===== src/rtl/move_unit_if.sv =====
// rtl/move_unit_if.sv - request/response bundle for the move execution unit
//
// Request side : in_valid, in_ready, op, a, imm, sel
// Response side: out_valid, out_ready, result, flags
// Modports     : master = requester/consumer, slave = the move unit
interface move_unit_if #(
    parameter int N      = 32,
    parameter int LANE_W = 8
);
    localparam int LANES = N / LANE_W;
    localparam int SW    = (LANES > 1) ? $clog2(LANES) : 1;

    logic              in_valid;
    logic              in_ready;
    logic [1:0]        op;
    logic [N-1:0]      a;
    logic [LANE_W-1:0] imm;
    logic [SW-1:0]     sel;
    logic              out_valid;
    logic              out_ready;
    logic [N-1:0]      result;
    logic [3:0]        flags;

    modport master (
        output in_valid, op, a, imm, sel, out_ready,
        input  in_ready, out_valid, result, flags
    );

    modport slave (
        input  in_valid, op, a, imm, sel, out_ready,
        output in_ready, out_valid, result, flags
    );
endinterface


===== src/rtl/move_unit.sv =====
// rtl/move_unit.sv - pipelined MOV/MVN/MOVZ/MOVK execution unit with NZCV flags
//
// Parameters: N (datapath width), LANE_W (immediate lane width, divides N),
//             STAGES (1..4, accept-to-output latency in cycles)
// Ports:
//   clk   - clock, rising edge
//   rst   - asynchronous active-high reset
//   bus   - move_unit_if.slave: in_valid/in_ready/op/a/imm/sel request,
//           out_valid/out_ready/result/flags response
//   busy  - any pipeline stage occupied
module move_unit #(
    parameter int N      = 32,
    parameter int LANE_W = 8,
    parameter int STAGES = 2
) (
    input  logic         clk,
    input  logic         rst,
    move_unit_if.slave   bus,
    output logic         busy
);
    localparam int LANES = N / LANE_W;
    localparam int SW    = (LANES > 1) ? $clog2(LANES) : 1;

    localparam logic [1:0] OP_MOV  = 2'b00;
    localparam logic [1:0] OP_MVN  = 2'b01;
    localparam logic [1:0] OP_MOVZ = 2'b10;
    localparam logic [1:0] OP_MOVK = 2'b11;

    logic [N-1:0] imm_placed;
    logic [N-1:0] lane_mask;
    logic [N-1:0] new_result;
    logic [3:0]   new_flags;

    // Lane decode by comparison: an out-of-range sel matches no lane, so
    // MOVZ yields zero and MOVK leaves a untouched without extra logic.
    always_comb begin
        imm_placed = '0;
        lane_mask  = '0;
        for (int l = 0; l < LANES; l++) begin
            if (bus.sel == SW'(l)) begin
                imm_placed[l*LANE_W +: LANE_W] = bus.imm;
                lane_mask[l*LANE_W +: LANE_W]  = '1;
            end
        end
    end

    always_comb begin
        new_result = bus.a;
        case (bus.op)
            OP_MOV:  new_result = bus.a;
            OP_MVN:  new_result = ~bus.a;
            OP_MOVZ: new_result = imm_placed;
            OP_MOVK: new_result = (bus.a & ~lane_mask) | imm_placed;
            default: new_result = bus.a;
        endcase
        new_flags = {new_result[N-1], (new_result == '0), 2'b00};
    end

    logic [STAGES-1:0] vld;
    logic [STAGES-1:0] adv;
    logic [N-1:0]      data [STAGES];
    logic [3:0]        flg  [STAGES];

    // Ready ripples back from the consumer: a stage may load when it is
    // empty or when its occupant moves on in the same cycle.
    always_comb begin
        adv = '0;
        adv[STAGES-1] = !vld[STAGES-1] || bus.out_ready;
        for (int k = STAGES - 2; k >= 0; k--) begin
            adv[k] = !vld[k] || adv[k+1];
        end
    end

    always_ff @(posedge clk or posedge rst) begin
        if (rst) begin
            vld[0]  <= 1'b0;
            data[0] <= '0;
            flg[0]  <= '0;
        end else if (adv[0]) begin
            vld[0] <= bus.in_valid;
            if (bus.in_valid) begin
                data[0] <= new_result;
                flg[0]  <= new_flags;
            end
        end
    end

    for (genvar k = 1; k < STAGES; k++) begin : g_stage
        always_ff @(posedge clk or posedge rst) begin
            if (rst) begin
                vld[k]  <= 1'b0;
                data[k] <= '0;
                flg[k]  <= '0;
            end else if (adv[k]) begin
                vld[k] <= vld[k-1];
                if (vld[k-1]) begin
                    data[k] <= data[k-1];
                    flg[k]  <= flg[k-1];
                end
            end
        end
    end

    assign bus.in_ready  = adv[0];
    assign bus.out_valid = vld[STAGES-1];
    assign bus.result    = data[STAGES-1];
    assign bus.flags     = flg[STAGES-1];
    assign busy          = |vld;
endmodule

===== src/flat_wrapper.sv =====
// flat-port wrapper written by rule: the top's interface ports become plain ports
module move_unit_flat 
#(
    parameter int N      = 32,
    parameter int LANE_W = 8,
    parameter int STAGES = 2
)
  (clk, rst, busy, bus_in_valid, bus_op, bus_a, bus_imm, bus_sel, bus_out_ready, bus_in_ready, bus_out_valid, bus_result, bus_flags);
  move_unit_if #(.N(N), .LANE_W(LANE_W)) bus_i ();
  input  logic clk;
  input  logic rst;
  output logic busy;
  input wire logic [$bits(bus_i.in_valid)-1:0] bus_in_valid;
  input wire logic [$bits(bus_i.op)-1:0] bus_op;
  input wire logic [$bits(bus_i.a)-1:0] bus_a;
  input wire logic [$bits(bus_i.imm)-1:0] bus_imm;
  input wire logic [$bits(bus_i.sel)-1:0] bus_sel;
  input wire logic [$bits(bus_i.out_ready)-1:0] bus_out_ready;
  output wire logic [$bits(bus_i.in_ready)-1:0] bus_in_ready;
  output wire logic [$bits(bus_i.out_valid)-1:0] bus_out_valid;
  output wire logic [$bits(bus_i.result)-1:0] bus_result;
  output wire logic [$bits(bus_i.flags)-1:0] bus_flags;
  assign bus_i.in_valid = bus_in_valid;
  assign bus_i.op = bus_op;
  assign bus_i.a = bus_a;
  assign bus_i.imm = bus_imm;
  assign bus_i.sel = bus_sel;
  assign bus_i.out_ready = bus_out_ready;
  assign bus_in_ready = bus_i.in_ready;
  assign bus_out_valid = bus_i.out_valid;
  assign bus_result = bus_i.result;
  assign bus_flags = bus_i.flags;
  move_unit #(.N(N), .LANE_W(LANE_W), .STAGES(STAGES)) u_core (.clk(clk), .rst(rst), .bus(bus_i), .busy(busy));
endmodule

===== config.mk =====
export PLATFORM = sky130hd
export DESIGN_NAME = move_unit_flat
export DESIGN_NICKNAME = d
export VERILOG_FILES = /design/src/rtl/move_unit_if.sv /design/src/rtl/move_unit.sv /design/src/flat_wrapper.sv
export SDC_FILE = /design/constraint.sdc
export NUM_CORES = 1
export LEC_CHECK = 0
export CAP_MARGIN = 20
export CORE_MARGIN = 2
export CORE_UTILIZATION = 54
export CTS_CLUSTER_SIZE = 24
export DETAILED_ROUTE_END_ITERATION = 6
export PLACE_DENSITY = 0.93
export SETUP_SLACK_MARGIN = 0.4
export SLEW_MARGIN = 15
export SYNTH_ARGS = -nofsm -noshare
export SYNTH_HDL_FRONTEND = slang
export SYNTH_SLANG_ARGS = --single-unit
export TNS_END_PERCENT = 20

===== constraint.sdc =====
create_clock -name clk -period 4.73 [get_ports clk]
set_input_delay 0.7095 -clock clk [delete_from_list [all_inputs] [get_ports clk]]
set_output_delay 0.7095 -clock clk [all_outputs]
set_load 0.05 [all_outputs]

# --- After elaboration in Yosys (flattened, before gate mapping) ---
# Cells that the tools add are included.
word_totals:
  ff_bits: 70
  output_inout_bits: 39
  elab_cells: 35
  inputBits: 48
classes:
  muxes: 9
  bitwise: 4
  reduce_logical: 10
  n_eq_ne: 6
op_table:
  columns: ["operator", "count"]
  rows:
  - ["one-hot mux 32 bit (4 select lines)", 1]
  - ["2-to-1 mux 8 bit", 8]
  - ["inverter 32 bit", 2]
  - ["AND 32 bit", 1]
  - ["zero test 32 bit", 1]
  - ["bitwise OR 32 bit", 1]
  - ["equality test 2 bit (second input constant)", 4]
  - ["equality test 2 x 1 -> 1 bit (second input constant)", 2]
  - ["zero test 2 bit", 2]
  - ["AND reduction 2 bit", 2]
  - ["zero test 1 bit", 2]
  - ["logical OR 1 bit", 2]
  - ["OR reduction 2 bit", 1]

# --- Longest topological paths before layout ---
logic_depth:
  ltp_word: 7
  ltp_mapped: 9
  ltp_nobuf: 6

# --- Worst setup path after synthesis ---
# No wires, ideal clock.
synth_path:
  path_kind: "input port to flip-flop"
  start: "in bus_op[1]"
  end: "reg u_core.flg[6] in the netlist's numbering"
  t_arrival_ps: 2666
  slack_ps: 1960
  cell_stages: 7
  required_ps: 4627
  setup_ps: 103
  n_path_buf: 1
  cell_sequence: "buf_4 -> or2_4 -> o21ai_4 -> a221o_1 -> or4_1 -> or4_1 -> o41ai_2"
synth_via:
  elab_chain_len: 3
  elab_cells_between_ends: 6
synth_lines:
  columns: ["item", "line", "rtl"]
  rows:
  - ["from (decl)", "flat_wrapper.sv:14", "input wire logic [$bits(bus_i.op)-1:0] bus_op;"]
  - ["equality test 2 bit, or another cell as far along", "move_unit.sv:49", "case (bus.op)"]
  - ["one-hot mux 32 bit (4 select lines) *", "move_unit.sv:49", null]
  - ["zero test 32 bit *", "move_unit.sv:56", "new_flags = {new_result[N-1], (new_result == '0), 2'b00};"]
  - ["to (decl)", "move_unit.sv:62", "logic [3:0] flg [STAGES];"]
# Mark *: on every way between the ends. The rest lies on a longest branch, timed or not.
# A chain may end at the register's enable or synchronous reset.

# --- Worst setup path after layout ---
# Ends and elaborated chain as after synthesis.

==> flow_metrics.env <==
export IMPL_worst_r2r_path_depth=6
export IMPL_crit_path_max_fanout=24
export IMPL_yosys_area_share_adder=0
export IMPL_clockBufferDepth=2
export IMPL_relSlewSlack=0.478
export IMPL_global_route_wire_length_before_repair_microns=14300
export IMPL_clock_sinks=68
export IMPL_post_cts_setup_buffer_count=0
export IMPL_critical_path_arrival_ns=3.83
export IMPL_grt_ovfl_total=0
export IMPL_most_common_library_cell_in_the_layout_ignoring_fill_and_taps="sky130_fd_sc_hd__clkdlybuf4s50_1"
export IMPL_grt_use_total=0.254
export IMPL_synthesis_instances=363
export IMPL_required_ns=4.98
export IMPL_yosys_warnings=0
export IMPL_synth_xor_area_share=0.0287
export IMPL_remaining_drc_errors=0
export IMPL_ys_top_cells_by_area="sky130_fd_sc_hd__dfrtp_1, sky130_fd_sc_hd__mux2_2, sky130_fd_sc_hd__buf_4"
export IMPL_fin_ws_ns=1.15
export IMPL_cts_htree_levels=3
export IMPL_async_reset_ff_frac=1.00
export IMPL_cells_on_worst_hold_path=2
export IMPL_endpoint_kind="flop"
export IMPL_worst_hold_start="u_core.data[53]"
export IMPL_area_delta_synth_final_pct=24.0
export IMPL_grt_pass1_vias=2845
export IMPL_num_nets_final=457
export IMPL_power_share_switching=0.358
export IMPL_finalSetupViolCount=0
export IMPL_drv_slew=0
export IMPL_clkSlewWorstSetupHoldPaths_ns=0.07
export IMPL_initialDrtViolationCount=174
export IMPL_r2r_setup_slack_ns=2.88
export IMPL_finalNonFillerCells=494
export IMPL_maxCapViolations=0
export IMPL_dominant_combinational_cell_family_by_area_after_synthesis="compound AO/OA/AOI/OAI gates"
export IMPL_ant_nets=0
export IMPL_drive_gt1_frac=0.186
export IMPL_proportion_of_netlist_area_held_by_the_largest_area_contributor=0.465
export IMPL_place_inst=478
export IMPL_synth_largest_area_cell="sky130_fd_sc_hd__dfrtp_1"
export IMPL_tritoncts_num_buffers=9
export IMPL_die_width_microns=86.4
export IMPL_maxClockFrequency_mhz=280
export IMPL_postCtsResizedCells=0
export IMPL_vdd_drop_max_mv=0.345
export IMPL_most_common_layout_cells="sky130_fd_sc_hd__clkdlybuf4s50_1, sky130_fd_sc_hd__dfrtp_1, sky130_fd_sc_hd__mux2_2, sky130_fd_sc_hd__nand2_1, sky130_fd_sc_hd__o21ai_0"
export IMPL_firstDrtPassIters=5
export IMPL_status="finished, final reports clean"
export IMPL_drt_wl_total_microns=8920
export IMPL_synth_area_mux_share=0.135
export IMPL_grt_start_max_net_pins=55
export IMPL_io_pin_count=87
export IMPL_dpl_hpwl_microns=6520
export IMPL_period_share=0.756
export IMPL_rsz_0062_raised_after_global_routing="no"
export IMPL_vias=2868
export IMPL_hold_buffers=0
export IMPL_timing_hold_worst_endpoint="u_core.data[53]"
export IMPL_fillCellCount=536
export IMPL_globalplace_congestion=0.891
export IMPL_number_of_antenna_violations_at_the_first_check_in_global_routing=0
export IMPL_yosys_register_bits=68
export IMPL_synth_cell_area_sq_um=3660
export IMPL_synth_area_per_cell_sq_um=10.1
export IMPL_power_combinational_fraction=0.353
export IMPL_rows=30
export IMPL_floorplan_die_area_sq_um=7460
export IMPL_num_antenna_cells=0
export IMPL_wl_per_cell_microns=18.1
export IMPL_via_to_cell_ratio=5.81
export IMPL_worst_r2r_endpoint="u_core.flg[6]"
export IMPL_start_to_end_type_of_the_worst_setup_path="in -> reg"
export IMPL_dp_worst_setup_slack_ns=0.804
export IMPL_setup_tns_ns=0
export IMPL_tritoncts="done"
export IMPL_clock_insertion_delay_worst_skew_ns=0.35
export IMPL_synth_seq_area_share=0.465
export IMPL_worst_setup_path_start_kind="input pin"
export IMPL_cell_internal_power_mw=1.35
export IMPL_r2r_start="u_core.bus.out_valid"
export IMPL_cellLeakagePower_nw=1.90
export IMPL_p_switching_mw=0.754
export IMPL_number_of_enable_type_register_cells_in_the_synthesized_netlist=0
export IMPL_ys_dominant_reg_cell="sky130_fd_sc_hd__dfrtp_1"
export IMPL_synth_compound_gate_area_share=0.141
export IMPL_effective_utilization_at_floorplan=0.548
export IMPL_final_setup_skew_ns=0.00484
export IMPL_core_sq_um=6680
export IMPL_clock_tree_root_cell="sky130_fd_sc_hd__clkbuf_8"
export IMPL_timing_hold_violations_final=0
export IMPL_synth_simple_area_share=0.128
export IMPL_synth_distinct_cells=45
export IMPL_final_min_clock_period_ns=3.58
export IMPL_class_of_the_tightest_hold_or_removal_check="reg -> reg"
export IMPL_power_sequential_fraction=0.364
export IMPL_powerDensity_nw_per_um2=464
export IMPL_tightestPinTransition_ns=0.780
export IMPL_die_height_microns=86.4
export IMPL_io_buffers=84
export IMPL_p_clk_frac=0.283
==> power by group through the flow <==
stage / registers [mW] / logic (mW) / clock network, mW
CTS: 0.767 / 0.748 / 0.603
global placement: 0.770 / 0.731 / 0
finish: 0.766 / 0.744 / 0.595
detailed placement: 0.778 / 0.746 / 0
floorplan: 0.756 / 0.610 / 0
global route: 0.781 / 0.787 / 0.629
==> through the flow <==
step	utilization	hold slack [ns]	total power, mW	instance area (sq um)
after global placement	0.642	0.458	1.50	4290
after CTS	0.680	0.482	2.12	4540
after floorplan	-	0.444	1.37	3670
after detailed placement	0.642	0.466	1.52	4290
final	0.680	0.480	2.11	4540
after global routing	0.680	0.517	2.20	4540
==> how the worst max path moves through the flow <==
stage               from             to  slack (ns)  depth (start not counted)
2_1_floorplan  bus_op[1]  u_core.flg[6]        1.96                          7
3_3_place_gp   bus_op[1]  u_core.flg[6]        0.88                          8
3_5_place_dp   bus_op[1]  u_core.flg[6]        0.80                          8
4_1_cts        bus_op[1]  u_core.flg[6]        1.16                          8
5_1_grt        bus_op[1]  u_core.flg[6]        1.02                          8
6_report       bus_op[1]  u_core.flg[6]        1.15                          8
==> registers in the layout (all words and copies together) (netlist names) <==
name,cells
u_core.bus.flags,2
u_core.bus.out_valid,1
u_core.bus.result,31
u_core.data,32
u_core.flg,1
u_core.vld,1
==> synth_stat cells (all sizes together), types with 6 or more instances <==
| library cell | instances |
|---|---|
| mux2 | 44 |
| a21oi | 13 |
| a31oi | 6 |
| nand3 | 9 |
| o21ai | 30 |
| buf | 46 |
| clkbuf | 10 |
| dfrtp | 68 |
| nand2b | 6 |
| nand2 | 42 |
| a221oi | 10 |
| nor2 | 25 |
| xor2 | 11 |
==> cell type report <==
cell class / count / area (sq um) / area share
Clock inverter: 6 / 111 / 0.0245
Inverter: 2 / 7.51 / 0.00165
Clock buffer: 10 / 138 / 0.0303
Tap cell: 80 / 100 / 0.0220
Sequential cell: 68 / 1700 / 0.375
Multi-Input combinational cell: 238 / 1600 / 0.352
Timing Repair Buffer: 90 / 886 / 0.195
==> layer usage <==
metal | global-route usage | vias up | routed length [microns]
met5 | 0 | - | 0
met4 | 0.121 | 0 | 248
li1 | - | 1342 | -
met3 | 0.0552 | 24 | 741
met1 | 0.346 | 1351 | 3810
met2 | 0.387 | 151 | 4120
==> worst max-delay path, cell delays in order <==
cell	delay [ns]
sky130_fd_sc_hd__clkdlybuf4s50_1	0.98
sky130_fd_sc_hd__nand2b_1	0.19
sky130_fd_sc_hd__buf_4	0.25
sky130_fd_sc_hd__nor2_1	0.07
sky130_fd_sc_hd__a221o_1	0.28
sky130_fd_sc_hd__or4_1	0.50
sky130_fd_sc_hd__or4_1	0.51
sky130_fd_sc_hd__o41ai_2	0.33
==> kinds of logic (layout without fill, tap and decap cells) <==
family | count (synthesis) | in the layout
compound gates | 79 | 79
xor+xnor | 12 | 12
buf+inv | 58 | 108
flops | 68 | 68
mux | 44 | 44
other cells | 1 | 2
simple gates | 101 | 101
Note: power is estimated with default switching activity, not from simulation.
==> RTL edit: new RTL, same flow settings <==
`STAGES` is set to 2 in 2 places; all go to 1.
--- a/src/rtl/move_unit.sv
+++ b/src/rtl/move_unit.sv
@@ -11,7 +11,7 @@
 module move_unit #(
     parameter int N      = 32,
     parameter int LANE_W = 8,
-    parameter int STAGES = 2
+    parameter int STAGES = 1
 ) (
     input  logic         clk,
     input  logic         rst,
--- a/src/flat_wrapper.sv
+++ b/src/flat_wrapper.sv
@@ -3,7 +3,7 @@
 #(
     parameter int N      = 32,
     parameter int LANE_W = 8,
-    parameter int STAGES = 2
+    parameter int STAGES = 1
 )
   (clk, rst, busy, bus_in_valid, bus_op, bus_a, bus_imm, bus_sel, bus_out_ready, bus_in_ready, bus_out_valid, bus_result, bus_flags);
   move_unit_if #(.N(N), .LANE_W(LANE_W)) bus_i ();
Behaviour: not the same (Yosys sat finds a counterexample within 4 cycles, from zero or initial values and one cycle with rst high).
==> RTL edit against the unedited design <==
- routed wire length is 29% lower
- fmax is 4.1% higher
- critical path type unchanged
- total power is 52% lower
- critical endpoint is now u_core.bus.flags[2]
- design area is 35% lower
- worst setup slack better by 0.14 ns
- sequential cell count is 34 lower
- area after synthesis is 43% lower
- largest cell class is now multi-input combinational cells
- sequential share of layout area is 8.7 points lower
==> RTL edit: results (changes against the unedited design) <==
stage,metric,value,unit,change
grt,grt_usage,30.81,%,+5.4 points
place,placed_cell_area,2870,um2,-33%
grt,grt_use_met2,48.86,%,+10 points
place,dp_hpwl,4.652,mm,-29%
timing,slew-limit-headroom,37.59,%,-10 points
critical_path,r2r_slack,3.07,ns,+0.19 ns
timing,max_freq,291.1,MHz,+4.1%
routing,drtIter0Drc,280,,+61%
grt,grt_util_met1,39.49,%,+4.9 points
final_layout,seq_area,850.8,um2,-50%
routing,viasPerCell,6.005,,+3.4%
clock_network,cts_made_buffers,5,,-4
timing,clock_skew,0.01053,ns,+0.005694 ns
synth,synthTopCellsByCount,"49 x nand2_1, 34 x dfrtp_1, 34 x o21ai_0",,
final_layout,inv_count,1,,-1
final_layout,drive_gt1_share,8.333,%,-10 points
place,placedCellCount,366,,-23%
synth,yosys-top-cells-area,"dfrtp_1 41%, nand2_1 8.8%, o21ai_0 8.2%, o22ai_1 4.2%, a21oi_1 4.1%",,
floorplan,die_w,66.08,um,-23%
synth,synthDistinctLibCells,38,,-16%
grt,grt_pass1_wl,9.756,mm,-32%
final_layout,bufAreaShareNonClock,28.98,%,+9.5 points
synth,netlist_instances,251,,-31%
routing,wire_per_inst,17.08,um,-5.5%
routing,vias,2234,,-22%
final_layout,n_fill_cell,266,,-50%
critical_path,worstReg2RegStart,u_core.bus.out_valid,,
critical_path,cp_slowest_stage_delay,1.08,ns,+0.10 ns
clock_network,h-tree-depth,2,,-1
final_layout,n_all_buffers,86,,-4.4%
clock_network,worstSkewPairLatency,0.30,ns,-0.05 ns
final_layout,clock_area_share,2.797,%,-2.7 points
final_layout,multi_input_area,1100,um2,-31%
run_status,status,completed,,
min_path,holdCritStartpoint,u_core.bus.result[12],,
-- RTL edit: kinds of logic (layout without fill, tap and decap cells) --
logic type / count (synthesis) / in the layout / share of synthesized area, %
xor+xnor: 7 / 7 / 2.947
compound gates: 88 / 88 / 26.64
mux: 3 / 3 / 1.623
other cells: 1 / 2 / 0.1802
buf+inv: 21 / 93 / 6.434
simple gates: 97 / 97 / 21.29
flops: 34 / 34 / 40.89
-- RTL edit: power by group --
part	switching, W	internal, W	leakage (nW)
sequential	0.0000237	0.000334	0.427
combinational	0.000290	0.000158	0.710
clock	0.000101	0.000112	0.0431
-- RTL edit: worst reg2reg max path, cell delays in order, from the launching register on --
cell and delay (ns):
dfrtp_1 0.39, nand2b_1 0.17, nand2_1 0.11, nor4_1 0.28
nand4_1 0.12, nor4_1 0.31, a32o_1 0.23
-- RTL edit: routing by layer --
metal,vias to the layer above,wire (um)
met1,1015,2600
met2,146,3047
met3,18,561
met4,0,144
met5,-,0
li1,1055,-
